File: config.mk
export PLATFORM = sky130hd
export DESIGN_NAME = mem_interconnect
export DESIGN_NICKNAME = d
export VERILOG_FILES = /design/src/rtl/mem_interconnect.sv
export SDC_FILE = /design/constraint.sdc
export NUM_CORES = 1
export LEC_CHECK = 0
export BUFFER_PORTS_ARGS = -buffer_cell sky130_fd_sc_hd__buf_2
export CORE_MARGIN = 3
export CORE_UTILIZATION = 43
export CTS_CLUSTER_SIZE = 20
export DETAILED_ROUTE_END_ITERATION = 10
export GPL_ROUTABILITY_DRIVEN = 0
export HOLD_SLACK_MARGIN = 0.06
export PLACE_DENSITY = 0.87
export SYNTH_ARGS = -nofsm -noshare
export SYNTH_HDL_FRONTEND = slang
export SYNTH_SLANG_ARGS = --single-unit
File: constraint.sdc
create_clock -name clk -period 2.6 [get_ports clk]
set_input_delay 0.39 -clock clk [delete_from_list [all_inputs] [get_ports clk]]
set_output_delay 0.39 -clock clk [all_outputs]
set_load 0.1 [all_outputs]
File: src/rtl/mem_interconnect.sv
// Memory-mapped interconnect from the CPU load/store port to N_REG regions.
// Each region has its own base/mask decode, read-data width and read latency (0-3).
module mem_interconnect #(
  parameter int DATA_W = 22,
  parameter int ADDR_W = 22,
  parameter int N_REG  = 2,
  parameter logic [N_REG*ADDR_W-1:0] REG_BASE = {22'h000000, 22'h080000},
  parameter logic [N_REG*ADDR_W-1:0] REG_MASK = {22'h3F0000, 22'h380000},
  parameter logic [N_REG*5-1:0]      REG_DW   = {5'd22, 5'd8},
  parameter logic [N_REG*2-1:0]      REG_LAT  = {2'd0, 2'd1}
) (
  input  logic                    clk,
  input  logic                    reset,
  input  logic                    cpu_req,
  input  logic                    cpu_we,
  input  logic [ADDR_W-1:0]       cpu_adr,
  input  logic [DATA_W-1:0]       cpu_wdata,
  output logic [DATA_W-1:0]       cpu_rdata,
  output logic                    cpu_ready,
  output logic                    cpu_err,
  output logic [N_REG-1:0]        s_sel,
  output logic                    s_we,
  output logic [ADDR_W-1:0]       s_adr,
  output logic [DATA_W-1:0]       s_wdata,
  input  logic [N_REG*DATA_W-1:0] s_rdata
);

  localparam int IDX_W = (N_REG > 1) ? $clog2(N_REG) : 1;
  localparam logic [0:0] IDLE = 1'b0;
  localparam logic [0:0] WAIT = 1'b1;

  logic [ADDR_W-1:0] base_arr [N_REG];
  logic [ADDR_W-1:0] mask_arr [N_REG];
  logic [1:0]        lat_arr  [N_REG];
  logic [DATA_W-1:0] rd_arr   [N_REG];
  logic [N_REG-1:0]  hit;

  logic [0:0]        state, state_n;
  logic [1:0]        cnt, cnt_n;
  logic [IDX_W-1:0]  reg_idx, reg_idx_n;
  logic [ADDR_W-1:0] adr_q, adr_n;
  logic [IDX_W-1:0]  hit_idx;
  logic              hit_any;

  // Per-region decode and zero-extended read data
  for (genvar g = 0; g < N_REG; g++) begin : g_reg
    localparam int DW_G = int'(REG_DW[g*5 +: 5]);
    logic [DATA_W-1:0] dw_mask;
    for (genvar b = 0; b < DATA_W; b++) begin : g_bit
      assign dw_mask[b] = (b < DW_G);
    end
    assign base_arr[g] = REG_BASE[g*ADDR_W +: ADDR_W];
    assign mask_arr[g] = REG_MASK[g*ADDR_W +: ADDR_W];
    assign lat_arr[g]  = REG_LAT[g*2 +: 2];
    assign hit[g]      = (cpu_adr & mask_arr[g]) == (base_arr[g] & mask_arr[g]);
    assign rd_arr[g]   = s_rdata[g*DATA_W +: DATA_W] & dw_mask;
  end

  function automatic logic [N_REG-1:0] onehot(input logic [IDX_W-1:0] idx);
    logic [N_REG-1:0] oh;
    for (int i = 0; i < N_REG; i++) oh[i] = (idx == IDX_W'(i));
    return oh;
  endfunction

  // Scan downwards so the lowest matching region wins on overlap
  always_comb begin
    hit_idx = '0;
    for (int i = N_REG - 1; i >= 0; i--) begin
      if (hit[i]) hit_idx = IDX_W'(i);
    end
    hit_any = |hit;
  end

  assign s_wdata = cpu_wdata;

  always_comb begin
    state_n   = state;
    cnt_n     = cnt;
    reg_idx_n = reg_idx;
    adr_n     = adr_q;
    s_sel     = '0;
    s_we      = 1'b0;
    s_adr     = '0;
    cpu_ready = 1'b0;
    cpu_err   = 1'b0;
    cpu_rdata = '0;
    if (!reset) begin
      if (state == IDLE) begin
        if (cpu_req && hit_any) begin
          s_sel = onehot(hit_idx);
          s_adr = cpu_adr & ~mask_arr[hit_idx];
          if (cpu_we) begin
            s_we      = 1'b1;
            cpu_ready = 1'b1;
          end else if (lat_arr[hit_idx] == 2'd0) begin
            cpu_ready = 1'b1;
            cpu_rdata = rd_arr[hit_idx];
          end else begin
            state_n   = WAIT;
            cnt_n     = 2'd1;
            reg_idx_n = hit_idx;
            adr_n     = s_adr;
          end
        end else if (cpu_req) begin
          cpu_ready = 1'b1;
          cpu_err   = 1'b1;
        end
      end else begin
        // Slow read in flight: only the latched region matters, not a fresh decode
        s_sel = onehot(reg_idx);
        s_adr = adr_q;
        if (cnt == lat_arr[reg_idx]) begin
          cpu_ready = 1'b1;
          cpu_rdata = rd_arr[reg_idx];
          state_n   = IDLE;
          cnt_n     = 2'd0;
        end else begin
          cnt_n = cnt + 2'd1;
        end
      end
    end
  end

  always_ff @(posedge clk) begin
    if (reset) begin
      state   <= IDLE;
      cnt     <= 2'd0;
      reg_idx <= '0;
      adr_q   <= '0;
    end else begin
      state   <= state_n;
      cnt     <= cnt_n;
      reg_idx <= reg_idx_n;
      adr_q   <= adr_n;
    end
  end

endmodule

==> out/summary.txt <==
Crit path depth - 4
Worst-path cell chain - nor3b_4, nand2_4, a21boi_1, buf_12
Synth Area per Inst - 7.553 um^2
Reg2reg end - adr_q[12]$_SDFFE_PP0P_
Crit path capture type - primary output
Reg2Reg Depth - 4
Fmax - 425.4 MHz
Boundary pin count - 163
Final Skew - 1.981 ps
Core Area - 4474 um^2
Final #Nets - 432
Hold Startpoint - cpu_adr[2]
Layout Cells excl Fill - 391
Largest net degree at the start of global routing - 55
WL/cell - 15.89 um
Critical path's largest stage delay - 480 ps
P_leak - 0.001180 uW
Max Cap Violations - 0
Synth cell types - 34
Reg2reg setup slack - 1190 ps
N_diodes - 0
CTS H-tree depth - 1
# port buffers - 101
Die Area - 5624 um^2
First-pass DRT Iterations - 4
Buffers inserted by post-CTS timing repair - 0
DR vias/cell - 5.634
Worst r2r src - state$_SDFF_PP0_
Placed cell count - 387
Cts bufs inserted - 3
CTS clk-pin slew, worst paths - 90 ps
Routed Antenna Nets - 0
Finished Core Util - 70.30%
Worst EP arrival - 1960 ps
Initial core utilization - 45.75%
Power Density - 265.1 nW/um^2
Synth Area in XOR/XNOR - 0.4279%
CTS Buffer Depth - 2
First-pass GRT wire length - 9597 um
Die Span Y - 75.00 um
Startpoint types - register
Worst skew pair latency - 270 ps
WHS Path Cells - 3
Mapped Cells - 271
Worst path bufs/invs - 1
Simple-gate share of the synthesized area - 32.33%
Hold Buf Count CTS - 0
Final Max Slew Viols - 0
Number of global-route vias before repair - 2,092
Dpl hpwl - 4768 um
Post-synthesis sequential area ratio - 22.49%
Synth Area in Compound Gates - 19.01%
# setup viols final - 0
Share of post-route cells with drive strength above 1 - 40.71%
Post-Synthesis Cell Area - 2047 um^2
Yosys warning count - 0
Initial antenna violation count - 0
Final wirelength - 6214 um
DR iter-0 viols - 123
Gr ovfl total - 0
Fin. Hold Viols - 0
Tmin final - 2351 ps
Post-synth top area share - 22.49%
Post-synthesis mux area share - 9.780%
Ranking of synthesized cells by area - dfxtp_1 (22%), nand2_1 (11%), mux2i_1 (9.8%)
FF+latch count, synth - 23
Clk root buf - clkbuf_8
Crit path required time - 2210 ps
Fillers - 333
Clock tree sinks - 23
Gr usage total - 21.74%
CP top delay family - simple AND/OR/NAND/NOR gates
Status - completed
Synth top cells by count - nand2_1 (60), buf_4 (25), nand3_1 (25)
Top-count cell post-synth - nand2_1
EDFF count, synth - 0
Peak VDD IR - 0.0002965 V
Hold endpoint - adr_q[2]$_SDFFE_PP0P_
Post-synth ARST share - 0%
Largest family of logic cells by synthesized area - simple AND/OR/NAND/NOR gates
Final period util - 90.40%
CP Class - register to primary output
Hold WC Path Type - input port to register
Adder-Cell Fraction of Synth Area - 0%
Critical-path top delay cell - dfxtp_1
Relative slew slack - 66.71%
PostCTS Resize Cnt - 0
DRC viols - 0
RSZ-0062 raised after global routing - no
Post-synth top area cell - dfxtp_1
Total number of vias - 2,203
Number of core rows - 24
Width of the chip - 75.00 um
Primary FF master, synth - dfxtp_1
Slew @ Worst Pin - 497.5 ps
Setup tns final - 0 ps
CTS tree - built
Hold Slack - 369.5 ps
Layout area overhead - 53.67%
Crit Path Max Fanout - 14
-- cell families (layout without fill, tap and decap cells) --
group,count (synthesis),in the layout
buf+inv,51,117
flops,23,23
other cells,1,3
xor+xnor,1,1
compound gates,51,51
simple gates,124,124
mux,20,20
-- per-stage QoR --
step	worst slack [ps]	instance area, um^2	power (uW)
after floorplan	-350.3	2102	677.1
after global placement	495.1	3099	601.0
after detailed placement	465.4	3099	607.8
after CTS	238.1	3146	841.9
after global routing	135.6	3146	873.3
final	249.5	3146	833.8
-- cells in the final DEF (no fill, tap or decap), types with 2 or more instances in the layout --
cell,Yosys,layout
a21boi_2,10,13
a21oi_1,5,2
a21oi_2,0,3
and3_1,2,2
buf_12,0,46
buf_2,12,56
buf_4,25,8
clkbuf_8,0,3
conb_1,1,3
dfxtp_1,23,23
inv_1,3,3
mux2i_1,20,20
nand2_1,60,60
nand3_1,25,24
nand3b_1,20,20
nor2_1,4,4
nor2b_1,3,2
nor3b_4,2,2
o211ai_1,10,10
o22ai_1,16,16
o31ai_1,2,2
-- registers in the layout (all words and copies together) (netlist names) --
signal and flops:
cnt 2, adr_q 19, reg_idx 1, state 1
-- layer usage --
layer  wire length, um  global-route usage, %
met1              2354                  25.81
met2              3075                  37.52
met3               596                  4.539
met4               188                  9.684
met5                 0                      0
-- how the worst max path moves through the flow --
stage | end | startpoint | slack (ps)
after floorplan | s_adr[10] | cpu_adr[17] | -350
after global placement | cpu_rdata[10] | reset | 500
after detailed placement | cpu_rdata[10] | reset | 470
after CTS | cpu_rdata[10] | reg_idx$_SDFFE_PP0P_ | 240
after global routing | cpu_rdata[10] | reg_idx$_SDFFE_PP0P_ | 140
final | cpu_rdata[10] | reg_idx$_SDFFE_PP0P_ | 250
-- layout make-up --
type                       instances  area (um^2)  area share, %
clock inverter                     1        5.005         0.1591
clock buffer                       3        41.29          1.313
sequential                        23        460.4          14.64
inverter                           3        11.26         0.3580
multi-input combinational        199         1301          41.37
tap                               52        65.06          2.068
timing repair buffer             110         1261          40.10
-- worst register-to-register path, cell delays in order, from the launching register on --
cell     delay (ps)
dfxtp_1         360
buf_4           210
nor3b_4         190
buf_4           350
mux2i_1         240
-- power by group --
| part | internal, uW | switching (uW) | total (uW) | leakage [uW] |
|---|---|---|---|---|
| registers | 357 | 3.43 | 360 | 0.000186 |
| logic | 90.0 | 151 | 241 | 0.000969 |
| clock network | 107 | 125 | 232 | 0.0000255 |
Note: power is estimated with default switching activity, not from simulation.
